File: src/rtl/bit_serializer.sv
// Parallel-in/serial-out shifter with valid/ready load and clock enable.
// Emits one bit per enabled clock, tagging the final bit of each word.
module bit_serializer #(
  parameter int C_DATA_WIDTH = 8,
  parameter bit C_MSB_FIRST  = 1'b1
) (
  input  logic                    clk,
  input  logic                    rst_n,
  input  logic                    ce,
  input  logic [C_DATA_WIDTH-1:0] din,
  input  logic                    din_valid,
  output logic                    din_ready,
  output logic                    dout,
  output logic                    dout_valid,
  output logic                    dout_last,
  output logic                    busy
);

  localparam int W  = C_DATA_WIDTH;
  localparam int CW = (W > 1) ? $clog2(W) : 1;
  localparam logic [CW-1:0] CNT_LAST = CW'(W - 1);

  typedef enum logic {
    IDLE,
    SHIFT
  } state_t;

  state_t        state_q;
  state_t        state_d;
  logic [W-1:0]  shift_q;
  logic [W-1:0]  shift_d;
  logic [W-1:0]  din_ord;
  logic [CW-1:0] cnt_q;
  logic [CW-1:0] cnt_d;
  logic          at_end;
  logic          accept;

  // Shift direction is always toward the MSB; LSB-first just reverses on load.
  always_comb begin
    din_ord = '0;
    for (int i = 0; i < W; i++) begin
      din_ord[i] = C_MSB_FIRST ? din[i] : din[W-1-i];
    end
  end

  assign at_end    = (state_q == SHIFT) && (cnt_q == CNT_LAST);
  assign din_ready = rst_n & ce & ((state_q == IDLE) | at_end);
  assign accept    = din_valid & din_ready;

  always_comb begin
    state_d = state_q;
    shift_d = shift_q;
    cnt_d   = cnt_q;
    if (ce) begin
      if (accept) begin
        state_d = SHIFT;
        shift_d = din_ord;
        cnt_d   = '0;
      end else if (state_q == SHIFT) begin
        // Final shift clears the register so IDLE drives zero.
        shift_d = {shift_q[W-2:0], 1'b0};
        if (at_end) begin
          state_d = IDLE;
          cnt_d   = '0;
        end else begin
          cnt_d = cnt_q + 1'b1;
        end
      end
    end
  end

  always_ff @(posedge clk or negedge rst_n) begin
    if (!rst_n) begin
      state_q <= IDLE;
      shift_q <= '0;
      cnt_q   <= '0;
    end else begin
      state_q <= state_d;
      shift_q <= shift_d;
      cnt_q   <= cnt_d;
    end
  end

  assign dout       = shift_q[W-1];
  assign dout_valid = (state_q == SHIFT);
  assign dout_last  = at_end;
  assign busy       = (state_q == SHIFT);

endmodule

File: config.mk
export PLATFORM = sky130hd
export DESIGN_NAME = bit_serializer
export DESIGN_NICKNAME = d
export VERILOG_FILES = /design/src/rtl/bit_serializer.sv
export SDC_FILE = /design/constraint.sdc
export NUM_CORES = 1
export LEC_CHECK = 0
export ABC_AREA = 1
export CAP_MARGIN = 10
export CORE_MARGIN = 10
export CORE_UTILIZATION = 35
export DETAILED_ROUTE_END_ITERATION = 6
export GPL_TIMING_DRIVEN = 1
export PLACE_DENSITY = 0.68
export SLEW_MARGIN = 20
export SYNTH_ARGS = -nofsm -noshare
export SYNTH_HDL_FRONTEND = slang
export SYNTH_SLANG_ARGS = --single-unit
File: constraint.sdc
create_clock -name clk -period 2.03 [get_ports clk]
set_input_delay 0.203 -clock clk [delete_from_list [all_inputs] [get_ports clk]]
set_output_delay 0.203 -clock clk [all_outputs]
set_load 0.1 [all_outputs]
==> summary.txt, run 1 <==
Placed design
  • Routability cong.: 0.914
  • PortBufs: 16
  • Dpl hpwl: around 1400 um
  • Placement Cell Area: around 940 um^2
  • Post-Place Setup Slack: 0.303 ns

STA
  • Slew headroom: 0.815
  • Worst setup margin: 0.288 ns
  • RSZ-0062 raised after global routing: false
  • # setup viols final: 0
  • Hold slack: 0.328 ns
  • Slew @ Worst Pin: 0.278 ns
  • Final Hold Viols: 0
  • Min Tclk post-route: 1.74 ns
  • Final Max Tran Viols: 0
  • Final period utilization: 0.858
  • Clk_skew: ~0.0036 ns
  • FMAX: roughly 0.57 GHz
  • Setup TNS: 0 ns

Setup path
  • Critical Path Fanout Max: 13
  • CP endpoint kind: flip-flop
  • CP Launch Type: flip-flop
  • Worst EP arrival: 1.95 ns
  • Data required, critical path: 2.24 ns
  • FF-to-FF Start: cnt_q[0]
  • Crit-path slowest cell: dfrtp_1
  • Critical path cell sequence: ha_1, ha_1, inv_2, nand2_8, nand3_4, nand2_2, nand2_2, nand2_1, nand2_1
  • Crit Path Class: flip-flop to flip-flop
  • Reg2Reg Depth: 9
  • Reg2reg setup slack: roughly 0.29 ns
  • Worst R2R End: shift_q[1]
  • Largest stage delay, worst path: around 0.4 ns

Global route
  • Grt total ovfl: 0
  • All-layer global routing usage: 0.0840
  • Initial antenna violation count: 0
  • Largest net degree at the start of global routing: 14
  • First-pass GRT wire length: between 2000 and 3000 um
  • Vias in the first global route: roughly 640

Clocking
  • CTS Buffer Depth: 2
  • CTS resizes: 0
  • CTS tree: yes
  • Setup repair bufs after CTS: 0
  • Clk Latency, worst-skew pair: around 0.27 ns
  • Hold-fix buffers, CTS: 0
  • CTS root buf: clkbuf_4
  • Clk sinks: 12
  • Cts bufs inserted: 3
  • H-tree lvl count: 1
  • Worst-path clk slew: ~0.080 ns

Synth
  • Synth Register Bits: 12
  • Syn_nets: ~110
  • Post-synthesis sequential area ratio: 0.393
  • Mapped Cells: 92
  • Synth warn: 0
  • Synth Cell Area: 763 um^2
  • Post-synth EDFFs: 0
  • Share of flip-flops with an asynchronous set or reset: 1.00
  • Avg Cell Area, Syn: between 8 and 9 um^2
  • Distinct cells, synth: 18
  • Synth Flop Type: dfrtp_1

Finish
  • Final instance area: between 900 and 1000 um^2
  • Layout fillers: roughly 200
  • Nets: ~120
  • Layout cells sized above 1: 0.257
  • Area Growth Syn to Fin: 28.5%
  • Diodes inserted: 0

Run status
  • Status: finished, final reports clean

Detailed routing
  • 1st-pass router iterations: 4
  • Vias/cell: 4.68
  • Via count: 636
  • Residual DRC: 0
  • Routed Wire Length: around 1700 um
  • Wire per inst: ~12 um
  • Iter 0 DRT Violations: 16
  • Routed Antenna Nets: 0

Die
  • Core outline area: around 2000 um^2
  • Initial Utilization: 0.377
  • Chip height: about 67 um
  • Die ar.: 4450 um^2
  • Chip Width: 66.7 um
  • Cell row count: 16
  • I/O pin count: 17

Hold path
  • Hold Path Class: primary input to async pin

Power
  • Combinational Power Share: 0.507
  • Switching Share: 0.484
  • Flop pwr share: 0.340
  • Leakage power: a little over 0.5 nW
  • P per Cell Area: 1270 nW/um^2
  • Internal Power: roughly 0.64 mW
  • Switching power: about 0.6 mW
  • Clk pwr share: 0.153
  • Pwr Total: roughly 1.2 mW
  • Worst IR Drop VDD: about 0.00060 V

Run
  • # Max-Cap Violations: 0
routing by layer:
metal	global-route usage	wire, um
met5	0	0
met4	0.0236	8
met3	0.0535	166
met2	0.126	761
met1	0.0964	743
power by group through the flow:
stage	clock [mW]	combinational (mW)	sequential, mW
finish	0.190	0.632	0.423
global route	0.207	0.694	0.435
CTS	0.196	0.641	0.424
detailed placement	0	0.641	0.426
global placement	0	0.625	0.423
floorplan	0	0.433	0.507
area by class of cell:
class,instances,area [um^2],share of cell area
well taps,27,33.8,0.0344
multi-input cells,68,384,0.392
clock buffers,4,36.3,0.0370
repair buffers,19,195,0.199
flip-flops and latches,12,302,0.307
inverters,6,30.0,0.0306
logic make-up (layout without fill, tap and decap cells):
group	after synthesis	in the layout	share of synthesized area
compound gates	3	3	0.0361
fa+ha+maj	2	2	0.0328
buf+inv	12	29	0.118
flops	12	12	0.393
simple gates	63	63	0.420
through the flow:
stage / std cells / util
5_1_grt: 136 / 0.485
2_1_floorplan: 92 / -
6_report: 136 / 0.485
4_1_cts: 136 / 0.485
3_5_place_dp: 132 / 0.467
3_3_place_gp: 132 / 0.467
synth_stat cells, types with 2 or more instances:
| cell type | instances | area [um^2] |
|---|---|---|
| nor2_1 | 3 | 11.3 |
| nand2_1 | 38 | 143 |
| nand2_2 | 8 | 50.1 |
| buf_6 | 4 | 45.0 |
| ha_1 | 2 | 25.0 |
| inv_1 | 4 | 15.0 |
| buf_4 | 2 | 15.0 |
| nand4_1 | 10 | 62.6 |
| dfrtp_1 | 12 | 300 |
registers in the layout, summed over array words and instances, names as in the netlist:
| register | cells |
|---|---|
| cnt_q | 3 |
| shift_q | 8 |
| busy | 1 |
placed cells by master, fill, tap and decap left out:
cell type,netlist,final
nand2_2,8,8
clkbuf_4,0,3
dfrtp_2,0,1
nor2_1,3,3
nand3_4,1,1
buf_4,2,6
a31oi_1,1,1
nand2_4,1,1
inv_2,1,1
clkdlybuf4s50_1,0,11
nand3_1,1,1
clkbuf_8,0,1
buf_12,0,2
nand2_1,38,38
inv_1,4,4
nand4_1,10,10
a21oi_4,1,2
nand2_8,1,1
ha_1,2,2
inv_8,1,1
dfrtp_1,12,11
critical path: cells and delay by family (launching register included):
family / cells / cell delay (ns)
DFF: 1 / 0.41
adders and majority gates: 2 / 0.41
buffers and inverters: 1 / 0.13
and+or+nand+nor: 6 / 0.71
how the worst max path moves through the flow:
stage | start | end | slack (ns) | cells past startpoint
2_1_floorplan | busy | cnt_q[0] | 0.11 | 6
3_3_place_gp | cnt_q[0] | shift_q[1] | 0.35 | 9
3_5_place_dp | cnt_q[0] | shift_q[6] | 0.30 | 9
4_1_cts | cnt_q[0] | shift_q[1] | 0.28 | 9
5_1_grt | cnt_q[0] | shift_q[5] | 0.15 | 9
6_report | cnt_q[0] | shift_q[1] | 0.29 | 9
Note: power is estimated with default switching activity, not from simulation.
==> run 2, diff against run 1 <==
--- a/config.mk
+++ b/config.mk
@@ -12,7 +12,6 @@
 export DETAILED_ROUTE_END_ITERATION = 6
 export GPL_TIMING_DRIVEN = 1
 export PLACE_DENSITY = 0.68
-export SLEW_MARGIN = 20
 export SYNTH_ARGS = -nofsm -noshare
 export SYNTH_HDL_FRONTEND = slang
 export SYNTH_SLANG_ARGS = --single-unit
==> results of run 2 <==
Same layout as run 1: the final DEF is identical, and so are final timing and power.
